==> config.mk <==
export PLATFORM = sky130hd
export DESIGN_NAME = wbu_cwassemble_flat
export DESIGN_NICKNAME = d
export VERILOG_FILES = /design/src/rtl/wbu_cwassemble_pkg.sv /design/src/rtl/wbu_cwassemble_if.sv /design/src/rtl/wbu_cwlen.sv /design/src/rtl/wbu_cwassemble.sv /design/src/flat_wrapper.sv
export SDC_FILE = /design/constraint.sdc
export NUM_CORES = 1
export LEC_CHECK = 0
export ABC_CLOCK_PERIOD_IN_PS = 5500
export CAP_MARGIN = 30
export CELL_PAD_IN_SITES_DETAIL_PLACEMENT = 1
export CELL_PAD_IN_SITES_GLOBAL_PLACEMENT = 1
export CORE_ASPECT_RATIO = 0.9
export CORE_MARGIN = 1.5
export CORE_UTILIZATION = 35
export CTS_CLUSTER_DIAMETER = 60
export DETAILED_ROUTE_END_ITERATION = 7
export MAX_ROUTING_LAYER = met4
export PLACE_DENSITY = 0.74
export SLEW_MARGIN = 30
export SYNTH_ARGS = -nofsm -noshare
export SYNTH_HDL_FRONTEND = slang
export SYNTH_SLANG_ARGS = --single-unit
==> constraint.sdc <==
create_clock -name i_clk -period 5.5 [get_ports i_clk]
set_input_delay 1.375 -clock i_clk [delete_from_list [all_inputs] [get_ports i_clk]]
set_output_delay 1.375 -clock i_clk [all_outputs]
set_load 0.03 [all_outputs]
==> src/rtl/wbu_cwassemble_pkg.sv <==
// Shared wbu definitions: codeword prefix constants, the assembler state enum
// and the prefix-to-length decode used by the assembler and decompressor bench.
package wbu_cwassemble_pkg;

    localparam logic [1:0] CW_RDSHORT = 2'b10;
    localparam logic [1:0] CW_RDLONG  = 2'b11;
    localparam logic [2:0] CW_WRCMP   = 3'b010;
    localparam logic [2:0] CW_ADDR    = 3'b001;
    localparam logic [5:0] CW_PASS    = 6'b101110;

    typedef enum logic {
        IDLE = 1'b0,
        FILL = 1'b1
    } state_t;

    // Pass-through shares the short-read top bits, so it must be tested first.
    function automatic logic [2:0] cw_length(input logic [5:0] p);
        if (p == CW_PASS)
            return 3'd6;
        else if (p[5:4] == CW_RDSHORT)
            return 3'd1;
        else if (p[5:4] == CW_RDLONG)
            return 3'd2;
        else if (p[5:3] == CW_WRCMP)
            return 3'd2;
        else if (p[5:3] == CW_ADDR)
            return 3'd2 + {1'b0, p[2:1]};
        else
            return 3'd6;
    endfunction

endpackage

==> src/rtl/wbu_cwassemble_if.sv <==
// Sextet-in / codeword-out bundle between the sextet decoder, the assembler
// and the codeword decompressor.
interface wbu_cwassemble_if;

    logic        i_stb;
    logic [6:0]  i_bits;
    logic        o_stb;
    logic [35:0] o_word;
    logic        o_busy;
    logic        o_abort;

    modport master (
        output i_stb, i_bits,
        input  o_stb, o_word, o_busy, o_abort
    );

    modport slave (
        input  i_stb, i_bits,
        output o_stb, o_word, o_busy, o_abort
    );

endinterface

==> src/rtl/wbu_cwlen.sv <==
// Combinational decoder from a codeword's first sextet to its total length
// in sextets (1..6).
module wbu_cwlen
    import wbu_cwassemble_pkg::*;
(
    input  logic [5:0] prefix,
    output logic [2:0] len
);

    assign len = cw_length(prefix);

endmodule

==> src/rtl/wbu_cwassemble.sv <==
// Packs 6-bit sextets into left-justified 36-bit codewords whose length is set
// by the first sextet. Define WBU_CWTIMEOUT_EN to discard stalled partial words.
module wbu_cwassemble
    import wbu_cwassemble_pkg::*;
#(
    parameter int TIMEOUT_BITS = 22
) (
    input  logic i_clk,
    input  logic i_reset,
    wbu_cwassemble_if.slave bus
);

    state_t      r_state;
    logic [2:0]  r_need;
    logic [2:0]  r_index;
    logic [35:0] r_word;
    logic        r_stb;
    logic [35:0] r_out_word;
    logic        r_abort;

    logic [5:0]  sextet;
    logic        is_data;
    logic        is_ctrl;
    logic [2:0]  first_len;
    logic [35:0] filled;
    logic        timeout;

    assign sextet  = bus.i_bits[5:0];
    assign is_data = bus.i_stb & ~bus.i_bits[6];
    assign is_ctrl = bus.i_stb &  bus.i_bits[6];

    wbu_cwlen u_cwlen (
        .prefix (sextet),
        .len    (first_len)
    );

`ifdef WBU_CWTIMEOUT_EN
    logic [TIMEOUT_BITS-1:0] r_idle_count;
    logic [TIMEOUT_BITS-1:0] idle_count_next;

    // Counting stops while idle; a sextet in the expiry cycle wins over the timeout.
    assign idle_count_next = r_idle_count + 1'b1;
    assign timeout = (r_state == FILL) && !bus.i_stb && (&idle_count_next);

    always_ff @(posedge i_clk or posedge i_reset) begin
        if (i_reset)
            r_idle_count <= '0;
        else if (r_state != FILL || bus.i_stb || timeout)
            r_idle_count <= '0;
        else
            r_idle_count <= idle_count_next;
    end
`else
    assign timeout = 1'b0;
`endif

    always_comb begin
        filled = r_word;
        case (r_index)
            3'd1:    filled[29:24] = sextet;
            3'd2:    filled[23:18] = sextet;
            3'd3:    filled[17:12] = sextet;
            3'd4:    filled[11:6]  = sextet;
            3'd5:    filled[5:0]   = sextet;
            default: filled[35:30] = sextet;
        endcase
    end

    // Output word is a separate register so it holds steady while the next word builds.
    always_ff @(posedge i_clk or posedge i_reset) begin
        if (i_reset) begin
            r_state    <= IDLE;
            r_need     <= 3'd0;
            r_index    <= 3'd0;
            r_word     <= 36'd0;
            r_stb      <= 1'b0;
            r_out_word <= 36'd0;
            r_abort    <= 1'b0;
        end else begin
            r_stb   <= 1'b0;
            r_abort <= 1'b0;
            case (r_state)
                IDLE: begin
                    if (is_data) begin
                        if (first_len == 3'd1) begin
                            r_out_word <= {sextet, 30'd0};
                            r_stb      <= 1'b1;
                        end else begin
                            r_word  <= {sextet, 30'd0};
                            r_need  <= first_len - 3'd1;
                            r_index <= 3'd1;
                            r_state <= FILL;
                        end
                    end
                end
                FILL: begin
                    if (is_data) begin
                        if (r_need == 3'd1) begin
                            r_out_word <= filled;
                            r_stb      <= 1'b1;
                            r_need     <= 3'd0;
                            r_index    <= 3'd0;
                            r_state    <= IDLE;
                        end else begin
                            r_word  <= filled;
                            r_need  <= r_need - 3'd1;
                            r_index <= r_index + 3'd1;
                        end
                    end else if (is_ctrl || timeout) begin
                        r_abort <= 1'b1;
                        r_need  <= 3'd0;
                        r_index <= 3'd0;
                        r_state <= IDLE;
                    end
                end
                default: r_state <= IDLE;
            endcase
        end
    end

    assign bus.o_stb   = r_stb;
    assign bus.o_word  = r_out_word;
    assign bus.o_abort = r_abort;
    assign bus.o_busy  = (r_state == FILL);

endmodule

==> src/flat_wrapper.sv <==
// flat-port wrapper written by rule: the top's interface ports become plain ports
module wbu_cwassemble_flat import wbu_cwassemble_pkg::*;
#(
    parameter int TIMEOUT_BITS = 22
)
  (i_clk, i_reset, bus_i_stb, bus_i_bits, bus_o_stb, bus_o_word, bus_o_busy, bus_o_abort);
  wbu_cwassemble_if bus_i ();
  input  logic i_clk;
  input  logic i_reset;
  input wire logic [$bits(bus_i.i_stb)-1:0] bus_i_stb;
  input wire logic [$bits(bus_i.i_bits)-1:0] bus_i_bits;
  output wire logic [$bits(bus_i.o_stb)-1:0] bus_o_stb;
  output wire logic [$bits(bus_i.o_word)-1:0] bus_o_word;
  output wire logic [$bits(bus_i.o_busy)-1:0] bus_o_busy;
  output wire logic [$bits(bus_i.o_abort)-1:0] bus_o_abort;
  assign bus_i.i_stb = bus_i_stb;
  assign bus_i.i_bits = bus_i_bits;
  assign bus_o_stb = bus_i.o_stb;
  assign bus_o_word = bus_i.o_word;
  assign bus_o_busy = bus_i.o_busy;
  assign bus_o_abort = bus_i.o_abort;
  wbu_cwassemble #(.TIMEOUT_BITS(TIMEOUT_BITS)) u_core (.i_clk(i_clk), .i_reset(i_reset), .bus(bus_i));
endmodule
==> results_dict.tcl <==
set metrics [dict create \
    run_status "finished clean" \
    vias_per_cell 5.16 \
    grt_overflow 0 \
    cap_violations 0 \
    period_share_pct 72.8 \
    critical-path-top-delay-family "buffers and inverters" \
    antenna_found_initial 0 \
    coreArea_um2 10900 \
    ys.flop_type "dfrtp_1" \
    ir_drop_uv 282 \
    finalHoldViolations 0 \
    dieWidth_um 115 \
    cts_resized 0 \
    syn_area_um2 3960 \
    syn2layout_area_growth_pct 22.8 \
    nFillCells 1211 \
    clockRootBuffer "clkbuf_16" \
    place.gp.congestion 0.805 \
    finalSetupViolations 0 \
    synth_area_leaders "dfrtp_1 51%, mux2_1 7.4%, nand2_1 6.5%" \
    grt_max_degree 45 \
    finalWorstSetupSlack_ns 1.49 \
    initial_core_util_pct 36.3 \
    hold_path_class "reg2reg" \
    rsz0062_at_grt "false" \
    grt_pass1_vias 3096 \
    final_cells 561 \
    ant_nets 0 \
    leakage_nw 2.14 \
    postPlaceCellArea_um2 4510 \
    dr.pass1.iters 4 \
    worstPathCellList "clkdlybuf4s50_1, nor2b_1, and4_1, nor3_1, ha_1, a311oi_2, buf_4, a21oi_2, mux2_1" \
    async_reset_ff_share_pct 100 \
    dp.cells 544 \
    maxSlewHeadroom_pct 50.0 \
    grtUsageTotal_pct 18.7 \
    skew_ns 0.00750 \
    synthDistinctLibCells 39 \
    vias 2895 \
    p_total_mw 2.07 \
    slowest_delay_ns 0.61 \
    clk_path_buf_depth 2 \
    routedWlPerCell_um 17.7 \
    n_antenna_cell 0 \
    fmax_mhz 250 \
    cts_tree "yes" \
    pre_cts_slack_ns 1.08 \
    crit_buf_inv 2 \
    cp_max_fo 31 \
    fin_worst_hold_slack_ns 0.489 \
    slowest_stage "clkdlybuf4s50_1" \
    hold_buffers 0 \
    post_cts_buffers 0 \
    die_y_um 104 \
    numCtsBuffers 9 \
    layout_commonest_cell "dfrtp_1" \
    cts.sinks 81 \
    final_area_um2 4860 \
    yosys_warnings 0 \
    tightest_slew_ns 0.748 \
    dieArea_um2 12000 \
    dpl.hpwl_mm 6.68 \
    ys_ff_latch 81 \
    final_cell_mix "81 x dfrtp_1, 68 x nand2_1, 48 x clkdlybuf4s50_1" \
    fin_nets 423 \
    min_period_ns 4.01 \
    clk_pin_slew_ns 0.06 \
    worst_ep_arrival_time_ns 4.23 \
    synth_edf_count 0 \
    drt_iter0_markers 100 \
    drt_wl_total_mm 9.95 \
    num_rows 36 \
    io_pins 49 \
    netlist_instances 368 \
    htree_levels 3 \
    numPortBuffers 48 \
    synth_top_area_share_pct 51.2 \
    fin_tns_setup_ns 0 \
    drive_gt1_share_pct 12.2 \
    final_max_slew_viol_count 0 \
    synth_nets 387 \
    drc 0 \
    avgSynthCellArea_um2 10.8 \
    setup.worst_path.start_class "primary input" \
    grt_pass1_wl_mm 16.5 \
    clock_latency_ns 0.34 \
    critPathRequiredTime_ns 5.72 \
    cp-end-kind "flip-flop" \
    path_class "in2reg" \
    synth_top_area_cell "dfrtp_1" \
    p_per_area_nw_per_um2 426 \
    yosysSeqAreaShare_pct 51.2 \
    final_util_pct 44.6 \
]
[logic make-up (layout without fill, tap and decap cells)]
| logic type | after synthesis | after routing | synth area share (%) |
|---|---|---|---|
| fa+ha+maj | 9 | 9 | 2.85 |
| simple gates | 112 | 112 | 12.0 |
| mux | 66 | 66 | 18.2 |
| compound gates | 63 | 63 | 11.2 |
| flops | 81 | 81 | 51.2 |
| buf+inv | 37 | 78 | 4.49 |
[synth_stat cells, types with 4 or more instances]
master	count
dfrtp_1	81
nand2_1	68
o22ai_1	31
mux2_1	26
nor2_1	23
mux2_2	22
clkbuf_1	18
mux2i_1	18
a21oi_1	16
ha_1	9
inv_1	9
nor2b_1	5
buf_2	4
buf_6	4
nand3_1	4
[final cells by class]
cell class / instances / area (µm²) / share of cell area (%)
timing repair buffer: 52 / 514 / 10.6
clock inverter: 5 / 85.1 / 1.75
tap: 152 / 190 / 3.91
sequential: 81 / 2030 / 41.7
multi-input combinational: 250 / 1750 / 36.0
inverter: 10 / 38.8 / 0.798
clock buffer: 11 / 253 / 5.20
[registers in the layout (all words and copies together), names as in the netlist]
name	cells
u_core.r_index	3
u_core.r_need	3
u_core.bus.o_abort	1
u_core.r_word	36
u_core.bus.o_word	36
u_core.bus.o_busy	1
u_core.bus.o_stb	1
[worst paths after layout]
kind	start	to	slack (ns)	cells past startpoint
worst max-delay path	bus_i_bits[1]	u_core.r_word[35]	1.49	9
worst min-delay path	u_core.bus.o_word[33]	u_core.bus.o_word[33]	0.49	1
worst max register to register	u_core.bus.o_busy	u_core.bus.o_word[24]	2.90	4
worst min register to register	u_core.bus.o_word[33]	u_core.bus.o_word[33]	0.49	1
max in group asynchronous	i_reset	u_core.r_word[35]	3.06	3
min in group asynchronous	i_reset	u_core.bus.o_word[8]	1.45	2
[layer usage]
metal	vias to the layer above	wire (µm)	global-route usage (%)
met5	-	0	-
met4	0	96	5.73
met3	6	506	5.42
met2	72	4770	27.3
met1	1463	4580	25.1
li1	1354	-	-
[power by group]
group | internal [mW] | switching, mW
Clock | 0.426 | 0.249
Sequential | 0.703 | 0.0712
Combinational | 0.259 | 0.362
Total | 1.39 | 0.682
(Power assumes the default switching activity.)
